## config.mk

```make
export PLATFORM = sky130hd
export DESIGN_NAME = pile_hauteurs_flat
export DESIGN_NICKNAME = d
export VERILOG_FILES = /design/src/rtl/troisbriques_pkg.sv /design/src/rtl/pile_hauteurs_if.sv /design/src/rtl/detect_front.sv /design/src/rtl/pile_hauteurs.sv /design/src/flat_wrapper.sv
export SDC_FILE = /design/constraint.sdc
export NUM_CORES = 1
export LEC_CHECK = 0
export BUFFER_PORTS_ARGS = -buffer_cell sky130_fd_sc_hd__clkbuf_2
export CAP_MARGIN = 20
export CORE_UTILIZATION = 55
export CTS_CLUSTER_SIZE = 8
export DETAILED_ROUTE_END_ITERATION = 6
export GPL_TIMING_DRIVEN = 0
export PLACE_DENSITY = 0.77
export SLEW_MARGIN = 5
export SYNTH_ARGS = -nofsm -noshare
export SYNTH_HDL_FRONTEND = slang
export SYNTH_SLANG_ARGS = --single-unit
```

## constraint.sdc

```tcl
create_clock -name clk -period 3.39 [get_ports clk]
set_clock_uncertainty 0.15 [all_clocks]
set_input_delay 0.1695 -clock clk [delete_from_list [all_inputs] [get_ports clk]]
set_output_delay 0.1695 -clock clk [all_outputs]
set_load 0.01 [all_outputs]
```

## src/rtl/troisbriques_pkg.sv

```systemverilog
// Shared TroisBriques definitions: FSM encoding, column indices, height width and saturating helpers.
package troisbriques_pkg;

    localparam int unsigned HEIGHT_W     = 3;
    localparam int unsigned HMAX_DEFAULT = 7;
    localparam int unsigned NCOL         = 3;
    localparam int unsigned GAUCHE       = 0;
    localparam int unsigned CENTRE       = 1;
    localparam int unsigned DROITE       = 2;

    typedef enum logic [1:0] {
        IDLE  = 2'd0,
        WAIT  = 2'd1,
        CLEAR = 2'd2,
        OVER  = 2'd3
    } state_e;

    typedef logic [HEIGHT_W-1:0] height_t;

    function automatic height_t inc_sat(input height_t h, input height_t hmax);
        return (h >= hmax) ? h : HEIGHT_W'(h + HEIGHT_W'(1));
    endfunction

    function automatic height_t dec_sat(input height_t h);
        return (h == '0) ? h : HEIGHT_W'(h - HEIGHT_W'(1));
    endfunction

endpackage

```

## src/rtl/pile_hauteurs_if.sv

```systemverilog
// Pesanteur <-> column-height store bus; master is the game side, slave is pile_hauteurs.
interface pile_hauteurs_if #(
    parameter int unsigned SCORE_W = 8
) ();

    logic                                  pulse;
    logic                                  PlusGauche;
    logic                                  PlusCentre;
    logic                                  PlusDroite;
    logic                                  Aligne;
    logic                                  Perdu;
    logic [troisbriques_pkg::HEIGHT_W-1:0] hauteurGauche;
    logic [troisbriques_pkg::HEIGHT_W-1:0] hauteurCentre;
    logic [troisbriques_pkg::HEIGHT_W-1:0] hauteurDroite;
    logic [SCORE_W-1:0]                    score;
    logic                                  clignote;
    logic                                  fin;

    modport master (
        output pulse, PlusGauche, PlusCentre, PlusDroite, Aligne, Perdu,
        input  hauteurGauche, hauteurCentre, hauteurDroite, score, clignote, fin
    );

    modport slave (
        input  pulse, PlusGauche, PlusCentre, PlusDroite, Aligne, Perdu,
        output hauteurGauche, hauteurCentre, hauteurDroite, score, clignote, fin
    );

endinterface

```

## src/rtl/detect_front.sv

```systemverilog
// 1-bit registered rising-edge detector: front is high for the cycle where x rises.
module detect_front (
    input  logic clk,
    input  logic reset,
    input  logic x_i,
    output logic front_c_o
);

    logic x_q;

    always_ff @(posedge clk or negedge reset) begin
        if (!reset) begin
            x_q <= 1'b0;
        end else begin
            x_q <= x_i;
        end
    end

    assign front_c_o = x_i & ~x_q;

endmodule

```

## src/rtl/pile_hauteurs.sv

```systemverilog
// Column heights, score and game-over state for TroisBriques.
// Optional CLEAR_BLINK_EN: blink the completed row for BLINK_N pulse fronts before removing it.
module pile_hauteurs
    import troisbriques_pkg::*;
#(
    parameter int unsigned HMAX    = HMAX_DEFAULT,
    parameter int unsigned SCORE_W = 8,
    parameter int unsigned BLINK_N = 4
) (
    input  logic           clk,
    input  logic           reset,
    pile_hauteurs_if.slave bus
);

    localparam height_t HMAX_H = HEIGHT_W'(HMAX);

    logic [NCOL-1:0] plus_raw;
    logic [NCOL-1:0] plus_front;
    logic            aligne_front;
    logic            pulse_front;

    assign plus_raw[GAUCHE] = bus.PlusGauche;
    assign plus_raw[CENTRE] = bus.PlusCentre;
    assign plus_raw[DROITE] = bus.PlusDroite;

    for (genvar i = 0; i < NCOL; i++) begin : g_plus
        detect_front u_plus (
            .clk       (clk),
            .reset     (reset),
            .x_i       (plus_raw[i]),
            .front_c_o (plus_front[i])
        );
    end

    detect_front u_aligne (
        .clk       (clk),
        .reset     (reset),
        .x_i       (bus.Aligne),
        .front_c_o (aligne_front)
    );

    detect_front u_pulse (
        .clk       (clk),
        .reset     (reset),
        .x_i       (bus.pulse),
        .front_c_o (pulse_front)
    );

    state_e                 state_q, state_d;
    height_t [NCOL-1:0]     h_q, h_d;
    logic [SCORE_W-1:0]     score_q, score_d;
    logic [NCOL-1:0]        pend_q, pend_d;
    logic                   fin_q, fin_d;
    logic                   at_max_c;

`ifdef CLEAR_BLINK_EN
    localparam int unsigned        BLINK_W    = (BLINK_N > 1) ? $clog2(BLINK_N) : 1;
    localparam logic [BLINK_W-1:0] BLINK_LAST = BLINK_W'(BLINK_N - 1);

    logic [BLINK_W-1:0] blink_q, blink_d;
    logic               clig_q, clig_d;
`else
    logic unused_pulse;
    assign unused_pulse = pulse_front ^ BLINK_N[0];
`endif

    // A full column ends the game on the following edge.
    always_comb begin
        at_max_c = 1'b0;
        for (int unsigned i = 0; i < NCOL; i++) begin
            if (h_q[i] == HMAX_H) at_max_c = 1'b1;
        end
    end

    always_comb begin
        state_d = state_q;
        h_d     = h_q;
        score_d = score_q;
        pend_d  = pend_q;
        fin_d   = fin_q;
`ifdef CLEAR_BLINK_EN
        blink_d = blink_q;
        clig_d  = clig_q;
`endif
        // Loss wins over any clear or landing in the same cycle; everything freezes.
        if (state_q == OVER || bus.Perdu || at_max_c) begin
            state_d = OVER;
            fin_d   = 1'b1;
            pend_d  = '0;
`ifdef CLEAR_BLINK_EN
            blink_d = '0;
            clig_d  = 1'b0;
`endif
        end else begin
            case (state_q)
                IDLE: begin
                    for (int unsigned i = 0; i < NCOL; i++) begin
                        if (plus_front[i] | pend_q[i]) h_d[i] = inc_sat(h_q[i], HMAX_H);
                    end
                    pend_d = '0;
                    if (aligne_front) begin
`ifdef CLEAR_BLINK_EN
                        state_d = WAIT;
                        blink_d = '0;
`else
                        state_d = CLEAR;
`endif
                    end
                end
`ifdef CLEAR_BLINK_EN
                WAIT: begin
                    for (int unsigned i = 0; i < NCOL; i++) begin
                        if (plus_front[i]) h_d[i] = inc_sat(h_q[i], HMAX_H);
                    end
                    if (pulse_front) begin
                        if (blink_q == BLINK_LAST) begin
                            state_d = CLEAR;
                            blink_d = '0;
                            clig_d  = 1'b0;
                        end else begin
                            blink_d = blink_q + BLINK_W'(1);
                            clig_d  = ~clig_q;
                        end
                    end
                end
`endif
                CLEAR: begin
                    for (int unsigned i = 0; i < NCOL; i++) begin
                        h_d[i] = dec_sat(h_q[i]);
                    end
                    if (score_q != '1) score_d = score_q + SCORE_W'(1);
                    // Landings during the removal cycle are replayed in the next IDLE cycle.
                    pend_d  = plus_front;
                    state_d = IDLE;
                end
                default: ;
            endcase
        end
    end

    always_ff @(posedge clk or negedge reset) begin
        if (!reset) begin
            state_q <= IDLE;
            h_q     <= '0;
            score_q <= '0;
            pend_q  <= '0;
            fin_q   <= 1'b0;
`ifdef CLEAR_BLINK_EN
            blink_q <= '0;
            clig_q  <= 1'b0;
`endif
        end else begin
            state_q <= state_d;
            h_q     <= h_d;
            score_q <= score_d;
            pend_q  <= pend_d;
            fin_q   <= fin_d;
`ifdef CLEAR_BLINK_EN
            blink_q <= blink_d;
            clig_q  <= clig_d;
`endif
        end
    end

    assign bus.hauteurGauche = h_q[GAUCHE];
    assign bus.hauteurCentre = h_q[CENTRE];
    assign bus.hauteurDroite = h_q[DROITE];
    assign bus.score         = score_q;
    assign bus.fin           = fin_q;
`ifdef CLEAR_BLINK_EN
    assign bus.clignote      = clig_q;
`else
    assign bus.clignote      = 1'b0;
`endif

endmodule

```

## src/flat_wrapper.sv

```systemverilog
// flat-port wrapper written by rule: the top's interface ports become plain ports
module pile_hauteurs_flat import troisbriques_pkg::*;
#(
    parameter int unsigned HMAX    = HMAX_DEFAULT,
    parameter int unsigned SCORE_W = 8,
    parameter int unsigned BLINK_N = 4
)
  (clk, reset, bus_pulse, bus_PlusGauche, bus_PlusCentre, bus_PlusDroite, bus_Aligne, bus_Perdu, bus_hauteurGauche, bus_hauteurCentre, bus_hauteurDroite, bus_score, bus_clignote, bus_fin);
  pile_hauteurs_if #(.SCORE_W(SCORE_W)) bus_i ();
  input  logic clk;
  input  logic reset;
  input wire logic [$bits(bus_i.pulse)-1:0] bus_pulse;
  input wire logic [$bits(bus_i.PlusGauche)-1:0] bus_PlusGauche;
  input wire logic [$bits(bus_i.PlusCentre)-1:0] bus_PlusCentre;
  input wire logic [$bits(bus_i.PlusDroite)-1:0] bus_PlusDroite;
  input wire logic [$bits(bus_i.Aligne)-1:0] bus_Aligne;
  input wire logic [$bits(bus_i.Perdu)-1:0] bus_Perdu;
  output wire logic [$bits(bus_i.hauteurGauche)-1:0] bus_hauteurGauche;
  output wire logic [$bits(bus_i.hauteurCentre)-1:0] bus_hauteurCentre;
  output wire logic [$bits(bus_i.hauteurDroite)-1:0] bus_hauteurDroite;
  output wire logic [$bits(bus_i.score)-1:0] bus_score;
  output wire logic [$bits(bus_i.clignote)-1:0] bus_clignote;
  output wire logic [$bits(bus_i.fin)-1:0] bus_fin;
  assign bus_i.pulse = bus_pulse;
  assign bus_i.PlusGauche = bus_PlusGauche;
  assign bus_i.PlusCentre = bus_PlusCentre;
  assign bus_i.PlusDroite = bus_PlusDroite;
  assign bus_i.Aligne = bus_Aligne;
  assign bus_i.Perdu = bus_Perdu;
  assign bus_hauteurGauche = bus_i.hauteurGauche;
  assign bus_hauteurCentre = bus_i.hauteurCentre;
  assign bus_hauteurDroite = bus_i.hauteurDroite;
  assign bus_score = bus_i.score;
  assign bus_clignote = bus_i.clignote;
  assign bus_fin = bus_i.fin;
  pile_hauteurs #(.HMAX(HMAX), .SCORE_W(SCORE_W), .BLINK_N(BLINK_N)) u_core (.clk(clk), .reset(reset), .bus(bus_i));
endmodule
```

==> run metrics, run 1 <==
max-capacitance violation count=0; number of global-route vias before repair=905; Num CTS Buffers=3; final total power=0.000481 W; type of element capturing the critical path=register; maximum number of pins on one net before global-route repair=28; max_slew headroom=0.560; die extent in y=51.9 um; Row Count=17; detailed-router iteration count before antenna repair=4; Post-Synthesis Cell Area=1370 um^2; Final HPWL DP=1.66 mm; cell-by-cell listing of the critical path=buf_4, nor2b_1, buf_4, inv_2, fa_1, xor2_1, nor4_2, xor2_1; Leakage Power=0.755 nW; final-stage net count=158; count of endpoints failing hold in the final timing report=0; number of fillers in the final layout=157; all-layer global routing usage=0.206; GP Congestion=0.788; signal arrival time at the worst endpoint=2.19 ns; actual slew at the worst max-slew pin=0.660 ns; Fmax achieved=0.480 GHz; insertion delay to the later sink of the worst-skew pair=0.32 ns; RSZ-0062 raised after global routing=false; CTS sink count=27; worst setup slack for register-to-register paths=1.31 ns; clock tree buffer depth=2; post-synthesis sequential element count=27; share of synthesized area occupied by flip-flops and latches=0.493; overflow left after global routing=0; crit path kind=reg -> reg; Die X-Extent=51.9 um; final critical-path share of the clock period=0.614; fin crit period=2.08 ns; number of non-filler instances in the completed layout=173; clock-pin slew reported for the worst setup and hold paths after clock tree synthesis=0.14 ns; Worst Reg2Reg Path Length in Cells=8; post-CTS repair timing setup buffer count=0; required time of the critical path=3.49 ns; number of instances in the synthesized netlist=112; placeable core region=2280 um^2; area of the die=2690 um^2; final setup vio count=0; Setup TNS=0 ns; count of antenna-violating nets left after detailed routing=0; IO Pins=27; remaining routing DRC violations=0; detailed-route wire length per cell=13.5 um; slowest stage delay, CP=0.39 ns; cell accounting for the most synthesized area=dfrtp_1; FF-to-FF End=u_core.bus.hauteurGauche[2]; Post-Synthesis Mean Instance Area=12.2 um^2; utilization of the core after routing=0.704; number of different library cells in the post-synthesis netlist=32; hold-fix buffers at CTS=5; top-count cell post-synth=dfrtp_1; share of post-route cells with drive strength above 1=0.310; initial cell density of the core=0.602; Hold WS=0.237 ns; root buf cell=clkbuf_4; number of antenna violations at the first check in global routing=0; overall via count from detail_route=947; standard cell with the maximum stage delay on the critical path=fa_1; reg-to-reg critical path startpoint=u_core.state_q[1]; Warnings, synthesis=0; ratio of total power to cell area=300 nW/um^2; largest cells by area after synthesis=dfrtp_1 49%, xor2_1 8.3%, fa_1 4.4%; top cells by count, synth=27 x dfrtp_1, 13 x xor2_1, 7 x inv_1; total detailed-routing wirelength=2.34 mm; worst setup path end=u_core.bus.hauteurGauche[2]; Post-Syn Nets=124; Async SR Flop Fraction=1.00; first-pass GRT wire length=4.04 mm; antenna diode count=0; Yosys top cell area share=0.493; number of cells upsized or downsized after cts=0; result of the run=finished clean; final max-slew violation count=0; number of enable flip-flop cells after synthesis=0; number of DRC violations after detailed-routing iteration 0=11; kind of start point of the critical path=register; timing startpoint of the critical path=u_core.state_q[1]; vias per cell=5.47; type of the most critical hold path=in -> async; post-synthesis to final-layout area growth=16.9%; H-Tree Level Count=1; Port Buf Inserts=24; critical path fanouts, max=10; CTS tree=built; Synth Flop Type=dfrtp_1; Max rail drop VDD=0.255 mV; placed cell count=164
-- worst max-delay path: cells and delay by family (launching register included) --
| family | cells | cell delay (ns) |
|---|---|---|
| flip-flops | 1 | 0.35 |
| adder cells (fa/ha/maj) | 1 | 0.39 |
| buffers and inverters | 3 | 0.44 |
| AND/OR/NAND/NOR | 2 | 0.32 |
| XOR/XNOR | 2 | 0.36 |
-- metrics by stage --
| step | setup WS, ns | cell area, um^2 |
|---|---|---|
| floorplan | 1.52 | 1370 |
| global placement | 1.38 | 1530 |
| detailed placement | 1.34 | 1530 |
| CTS | 1.30 | 1600 |
| global route | 1.19 | 1600 |
| finish | 1.31 | 1600 |
-- layout make-up --
class | instances | area, um^2 | share of cell area
Multi-Input combinational cell | 72 | 627 | 0.391
Buffer | 5 | 37.5 | 0.0234
Tap cell | 28 | 35.0 | 0.0219
Timing Repair Buffer | 29 | 170 | 0.106
Sequential cell | 27 | 676 | 0.422
Inverter | 8 | 30.0 | 0.0187
Clock buffer | 4 | 26.3 | 0.0164
-- how the worst min path moves through the flow --
stage / to / slack, ns / cells past startpoint
3_5_place_dp: u_core.bus.hauteurDroite[0] / 0.08 / 1
5_1_grt: u_core.bus.hauteurGauche[1] / 0.28 / 5
3_3_place_gp: u_core.bus.hauteurDroite[1] / 0.07 / 1
6_report: u_core.bus.hauteurCentre[1] / 0.24 / 2
4_1_cts: u_core.bus.hauteurCentre[1] / 0.25 / 2
2_1_floorplan: u_core.bus.fin / -0.28 / 0
-- layer usage --
metal  wire (um)  track usage
met5           0            0
met4           8       0.0856
met3          82       0.0380
met2        1120        0.318
met1        1130        0.285
-- placed cells by master, fill, tap and decap left out, types with 2 or more instances in the layout --
| cell | count |
|---|---|
| inv_1 | 7 |
| dfrtp_1 | 27 |
| nor2b_1 | 4 |
| mux2i_1 | 3 |
| nor3_2 | 6 |
| clkbuf_4 | 3 |
| a22oi_1 | 3 |
| clkbuf_2 | 24 |
| dlygate4sd3_1 | 5 |
| or2_1 | 2 |
| nor2_1 | 5 |
| buf_4 | 3 |
| or4b_1 | 3 |
| xnor2_1 | 3 |
| xor2_1 | 13 |
| clkbuf_1 | 2 |
| nor4_2 | 4 |
| nand3_1 | 6 |
| o31ai_1 | 3 |
| fa_1 | 3 |
| nand2_1 | 2 |
-- logic make-up (layout without fill, tap and decap cells) --
logic type	Yosys count	count (layout)	share of synthesized area
other	1	1	0.00274
AO/OA/AOI/OAI	10	10	0.0639
adder cells (fa/ha/maj)	4	4	0.0530
AND/OR/NAND/NOR	37	37	0.205
multiplexers	4	4	0.0301
flip-flops	27	27	0.493
XOR/XNOR	16	16	0.102
buffers and inverters	13	46	0.0493
-- where the power goes --
group / internal, W / leakage [nW] / switching (W)
Sequential: 0.000324 / 0.321 / 0.000000555
Clock: 0.0000460 / 0.0150 / 0.0000921
Combinational: 0.00000798 / 0.419 / 0.00000997
Total: 0.000379 / 0.755 / 0.000103
-- registers in the layout, indices dropped and copies added (netlist names) --
register / flops
u_core.bus.score: 8
u_core.bus.hauteurCentre: 3
u_core.bus.hauteurDroite: 3
u_core.bus.hauteurGauche: 3
u_core.g_plus.u_plus.x_q: 3
u_core.pend_q: 3
u_core.state_q: 2
u_core.bus.fin: 1
u_core.u_aligne.x_q: 1
No activity file was read; power rests on OpenSTA's default activity.
==> run 2, diff against run 1 <==
--- a/config.mk
+++ b/config.mk
@@ -5,13 +5,14 @@
 export SDC_FILE = /design/constraint.sdc
 export NUM_CORES = 1
 export LEC_CHECK = 0
+export ABC_AREA = 1
 export BUFFER_PORTS_ARGS = -buffer_cell sky130_fd_sc_hd__clkbuf_2
 export CAP_MARGIN = 20
-export CORE_UTILIZATION = 55
+export CORE_UTILIZATION = 49
 export CTS_CLUSTER_SIZE = 8
 export DETAILED_ROUTE_END_ITERATION = 6
 export GPL_TIMING_DRIVEN = 0
-export PLACE_DENSITY = 0.77
+export PLACE_DENSITY = 0.71
 export SLEW_MARGIN = 5
 export SYNTH_ARGS = -nofsm -noshare
 export SYNTH_HDL_FRONTEND = slang
==> constraint.sdc (replaced) <==
create_clock -name clk -period 1.8 [get_ports clk]
set_clock_uncertainty 0.15 [all_clocks]
set_input_delay 0.09 -clock clk [delete_from_list [all_inputs] [get_ports clk]]
set_output_delay 0.09 -clock clk [all_outputs]
set_load 0.01 [all_outputs]
==> run 2 against run 1 <==
Against the previous run: the run now ends with design-rule violations left; final cell count rose by 58%; global-route usage up 0.67 points; critical path depth down 1; area after synthesis increased by 12%; highest routed layer unchanged.
==> run metrics, run 2 <==
leading cell types in the layout, fill and taps excluded=87 x nand2_1, 28 x nand3_1, 27 x inv_1, 27 x dfrtp_1, 24 x clkbuf_2; placeable core region=2850 um^2; sequential share of power=0.662; type of the most critical hold path=in -> reg; violations in the final reports=design-rule violations; area of the multi-input gates=733 um^2; final setup vio count=0; largest cells by area after synthesis=dfrtp_1 44%, nand2_1 21%, nand3_1 9.2%; root buf cell=clkbuf_4; signal arrival time at the worst endpoint=1.71 ns; max FFs per register=8; GP Congestion=0.804; number of DRC violations after detailed-routing iteration 0=55; initial cell density of the core=0.536; Row Count=19; die extent in y=57.8 um; cell accounting for the most synthesized area=dfrtp_1; Die X-Extent=57.8 um; Async SR Flop Fraction=1.00; Max rail drop VDD=0.279 mV; number of non-filler instances in the completed layout=274; post-synthesis sequential element count=27; final critical-path share of the clock period=0.901; maximum number of pins on one net before global-route repair=28; type of element capturing the critical path=register; result of the run=finished, violations left; vias per cell=4.97; switching share of total power=0.231; Synth Flop Type=dfrtp_1; count of antenna-violating nets left after detailed routing=0; antenna diode count=0; number of fillers in the final layout=283; Leakage Power=0.978 nW; detailed-router iteration count before antenna repair=6; kind of start point of the critical path=register; Final HPWL DP=2.23 mm; Post-Synthesis Mean Instance Area=7.27 um^2; IO Pins=27; number of different library cells in the post-synthesis netlist=21; number of global-route vias before repair=1220; share of synthesized area occupied by flip-flops and latches=0.442; top cells by count, synth=87 x nand2_1, 28 x nand3_1, 27 x dfrtp_1, 27 x inv_1, 9 x nor2_1; clock network power share=0.299; count of endpoints failing hold in the final timing report=0; Fmax achieved=0.617 GHz; actual slew at the worst max-slew pin=0.664 ns; required time of the critical path=1.89 ns; Port Buf Inserts=24; power share of the combinational group=0.040; Num CTS Buffers=3; overflow left after global routing=0; max_slew headroom=0.558; RSZ-0062 raised after global routing=false; final max-slew violation count=0; pre-CTS setup slack=0.135 ns; remaining routing DRC violations=1; CTS sink count=27; critical path fanouts, max=9; insertion delay to the later sink of the worst-skew pair=0.33 ns; post-synthesis to final-layout area growth=16.5%; final-stage net count=256; total detailed-routing wirelength=3.11 mm; post-CTS repair timing setup buffer count=0; placed cell count=265; max-capacitance violation count=0; top-count cell post-synth=nand2_1; number of enable flip-flop cells after synthesis=0; sequential standard cell area=676 um^2; area of the die=3340 um^2; overall via count from detail_route=1362; fin crit period=1.62 ns; clock tree buffer depth=2; crit path kind=reg -> reg; ratio of total power to cell area=520 nW/um^2; number of antenna violations at the first check in global routing=0; Int Power=0.000712 W; Warnings, synthesis=0; CTS tree=built; most common cell after layout, fill and taps aside=nand2_1; first-pass GRT wire length=5.44 mm; number of instances in the synthesized netlist=210; detailed-route wire length per cell=11.3 um; Sw Pwr=0.000214 W; Yosys top cell area share=0.442; share of post-route cells with drive strength above 1=0.160; all-layer global routing usage=0.213; Post-Synthesis Cell Area=1530 um^2; Setup TNS=0 ns; clock-pin slew reported for the worst setup and hold paths after clock tree synthesis=0.16 ns; H-Tree Level Count=1; post-route setup slack=0.178 ns; Post-Syn Nets=222; Hold WS=0.0643 ns
## run 2: cell count changes in the layout (fill, tap and decap cells not counted), sizes merged, moves of 4 or more
cell / change
inv: +21
nand2: +88
nand3: +23
nand3b: +5
nor2: +5
nor2b: -4
nor3: -7
nor4: -4
o21ai: +4
xor2: -12
## run 2: cell type report
class                           instances  area share
Tap cell                               31      0.0218
Inverter                               29      0.0626
Clock buffer                            3      0.0127
Multi-Input combinational cell        151       0.412
Clock inverter                          1     0.00422
Buffer                                  3      0.0113
Timing Repair Buffer                   29      0.0956
Sequential cell                        27       0.380
## run 2: per-layer routing
layer / vias up / wire [um] / GRT usage
met3: 2 / 113 / 0.0402
li1: 718 / - / -
met2: 28 / 1380 / 0.327
met1: 614 / 1590 / 0.315
met5: - / 0 / 0
met4: 0 / 17 / 0.0510
## run 2: metrics by stage
step                      utilization  power, W  cell area [um^2]
after floorplan                     -  0.000631              1530
after global placement          0.591  0.000652              1690
final                           0.624  0.000926              1780
after global routing            0.624  0.000971              1780
after detailed placement        0.591  0.000653              1690
after CTS                       0.619  0.000939              1770
## run 2: worst max-delay path, stage by stage, from the launching register on
cell and delay [ns]:
dfrtp_1 0.45, ha_1 0.24, nand3_1 0.13, inv_1 0.08, nand2_2 0.18, nand3_4 0.15, nand2_1 0.09, nand2_1 0.05
## run 2: worst paths after layout
kind	start	end	slack [ns]	cells after the start
setup / recovery	u_core.bus.score[0]	u_core.bus.score[0]	0.18	7
setup reg to reg	u_core.bus.score[0]	u_core.bus.score[0]	0.18	7
hold / removal	bus_Perdu	u_core.bus.fin	0.06	6
max in group asynchronous	reset	u_core.bus.score[2]	0.92	2
hold reg to reg	u_core.bus.fin	u_core.bus.fin	0.35	1
min in group asynchronous	reset	u_core.g_plus[1].u_plus.x_q	0.15	2
## run 2: cells by family after synthesis
group,Yosys count,synth area share
AND/OR/NAND/NOR,140,0.400
buffers and inverters,32,0.0860
flip-flops,27,0.442
AO/OA/AOI/OAI,5,0.0164
adder cells (fa/ha/maj),4,0.0475
XOR/XNOR,1,0.00573
other,1,0.00245
## run 2: power by group through the flow
stage	registers, W	clock network (W)	logic, W
2_1_floorplan	0.000624	0	0.00000789
4_1_cts	0.000613	0.000289	0.0000377
3_3_place_gp	0.000624	0	0.0000290
6_report	0.000613	0.000276	0.0000367
5_1_grt	0.000613	0.000315	0.0000429
3_5_place_dp	0.000624	0	0.0000294
## run 2: what timing repair did
action | in CTS | in global routing
setup endpoints to repair | 0 | 2
resized for setup | 0 | 2
hold buffers | 5 | 0
hold endpoints to repair | 35 | 0
==> run 3, diff against run 2 <==
--- a/config.mk
+++ b/config.mk
@@ -8,11 +8,11 @@
 export ABC_AREA = 1
 export BUFFER_PORTS_ARGS = -buffer_cell sky130_fd_sc_hd__clkbuf_2
 export CAP_MARGIN = 20
-export CORE_UTILIZATION = 49
+export CORE_UTILIZATION = 55
 export CTS_CLUSTER_SIZE = 8
 export DETAILED_ROUTE_END_ITERATION = 6
 export GPL_TIMING_DRIVEN = 0
-export PLACE_DENSITY = 0.71
+export PLACE_DENSITY = 0.76
 export SLEW_MARGIN = 5
 export SYNTH_ARGS = -nofsm -noshare
 export SYNTH_HDL_FRONTEND = slang
==> constraint.sdc (replaced) <==
create_clock -name clk -period 1.88 [get_ports clk]
set_clock_uncertainty 0.15 [all_clocks]
set_input_delay 0.094 -clock clk [delete_from_list [all_inputs] [get_ports clk]]
set_output_delay 0.094 -clock clk [all_outputs]
set_load 0.01 [all_outputs]
==> run 3 against run 2 <==
Against the previous run: fmax fell by 3.9%; final area fell by 0.91%; largest cell class unchanged; flip-flop and latch count did not move; combinational power fell by 3%; routed wire length rose by 1.9%; the run now ends clean; global-route usage rose by 3.9 points; total power fell by 4.9%; clock power fell by 7%; worst setup slack improved by 0.014 ns; highest routed layer unchanged; critical path depth did not move; die area fell by 11%.
==> run metrics, run 3 (same netlist as run 2, synthesis figures left out) <==
overall via count from detail_route=1376; actual slew at the worst max-slew pin=0.666 ns; post-synthesis to final-layout area growth=15.4%; dpl cell area=1690 um^2; total detailed-routing wirelength=3.17 mm; share of post-route cells with drive strength above 1=0.160; Final HPWL DP=2.27 mm; remaining routing DRC violations=0; fin crit period=1.69 ns; final max-slew violation count=0; max_slew headroom=0.556; family with the most delay on the worst path=simple AND/OR/NAND/NOR gates; number of non-filler instances in the completed layout=273; area of the die=2990 um^2; Port Buf Inserts=24; CTS tree=built; type of the most critical hold path=in -> reg; leading cell types in the layout, fill and taps excluded=87 x nand2_1, 28 x nand3_1, 27 x inv_1, 27 x dfrtp_1, 24 x clkbuf_2; H-Tree Level Count=1; placeable core region=2540 um^2; number of cells upsized or downsized after cts=0; type of element capturing the critical path=register; Num CTS Buffers=3; maximum number of pins on one net before global-route repair=28; cell-by-cell listing of the critical path=ha_1, nand3_1, inv_1, nand2_2, nand3_2, nand2_1, nand2_1; Worst path most repeated cell=nand2_1; number of global-route vias before repair=1280; final-stage net count=256; root buf cell=clkbuf_4; die extent in y=54.7 um; number of antenna violations at the first check in global routing=0; max-capacitance violation count=0; detailed-route wire length per cell=11.6 um; clock-pin slew reported for the worst setup and hold paths after clock tree synthesis=0.15 ns; sequential standard cell area=676 um^2; crit path kind=reg -> reg; Worst Path Buf+Inv=1; Die X-Extent=54.7 um; kind of start point of the critical path=register; max FFs per register=8; slowest stage delay, CP=0.45 ns; antenna diode count=0; overflow left after global routing=0; Setup TNS=0 ns; number of fillers in the final layout=227; Max rail drop VDD=0.453 mV; RSZ-0062 raised after global routing=false; count of antenna-violating nets left after detailed routing=0; cell area after layout=1760 um^2; final setup vio count=0; most common cell after layout, fill and taps aside=nand2_1; Leakage Power=0.980 nW; all-layer global routing usage=0.252; placed cell count=264; clock tree buffer depth=2; area of the multi-input gates=721 um^2; detailed-router iteration count before antenna repair=4; final critical-path share of the clock period=0.898; initial cell density of the core=0.600; vias per cell=5.04; utilization of the core after routing=0.693; required time of the critical path=1.96 ns; standard cell with the maximum stage delay on the critical path=dfrtp_1; first-pass GRT wire length=5.40 mm; CTS sink count=27; ratio of total power to cell area=499 nW/um^2; critical path fanouts, max=9; IO Pins=27; signal arrival time at the worst endpoint=1.77 ns; Row Count=18; count of endpoints failing hold in the final timing report=0; GP Congestion=0.820; Fmax achieved=0.593 GHz; number of DRC violations after detailed-routing iteration 0=33; result of the run=finished clean; insertion delay to the later sink of the worst-skew pair=0.33 ns
-- run 3: path summary, 6_finish.rpt --
path,start,end,slack (ns),depth (start not counted)
worst max-delay path,u_core.bus.score[0],u_core.bus.score[6],0.19,7
worst min-delay path,bus_Perdu,u_core.bus.fin,0.09,6
max in group asynchronous,reset,u_core.bus.score[0],0.99,2
worst max register to register,u_core.bus.score[0],u_core.bus.score[6],0.19,7
worst min register to register,u_core.bus.fin,u_core.bus.fin,0.34,1
min in group asynchronous,reset,u_core.g_plus[0].u_plus.x_q,0.16,2
-- run 3: layout make-up --
type | count | area share
tap | 30 | 0.0213
sequential | 27 | 0.383
buffer | 3 | 0.0114
timing repair buffer | 29 | 0.0965
clock inverter | 1 | 0.00284
multi-input combinational | 151 | 0.409
clock buffer | 3 | 0.0128
inverter | 29 | 0.0632
-- run 3: repair_timing --
action,4_1_cts,5_1_grt
setup buffers,0,0
hold buffers,5,0
hold endpoints to repair,35,0
-- run 3: worst min-delay path, cell delays in order --
cell and delay, ns:
clkbuf_2 0.09, inv_1 0.05, nand2_1 0.06, nor2_1 0.04
nand2_1 0.10, or2_2 0.11
-- run 3: report_power, final --
part	leakage (nW)	internal, W	switching (W)	total (W)
sequential	0.352	0.000585	0.00000117	0.000586
combinational	0.610	0.0000146	0.0000209	0.0000355
clock	0.0177	0.0000799	0.000178	0.000258
total	0.980	0.000680	0.000200	0.000880
-- run 3: per-stage QoR --
stage               power [W]  hold slack [ns]  setup WS [ns]
floorplan            0.000605           -0.352          0.374
global placement     0.000624          0.00125          0.255
detailed placement   0.000625           0.0132          0.230
CTS                  0.000888           0.0676          0.207
global route         0.000909            0.147        0.00996
finish               0.000880           0.0863          0.193
-- run 3: routing by layer --
layer	routed length, um	vias to the layer above	part of all wire	track usage
li1	-	723	-	-
met1	1570	631	0.50	0.334
met2	1510	20	0.48	0.414
met3	69	2	0.022	0.0333
met4	15	0	0.0047	0.0940
met5	0	-	0	0
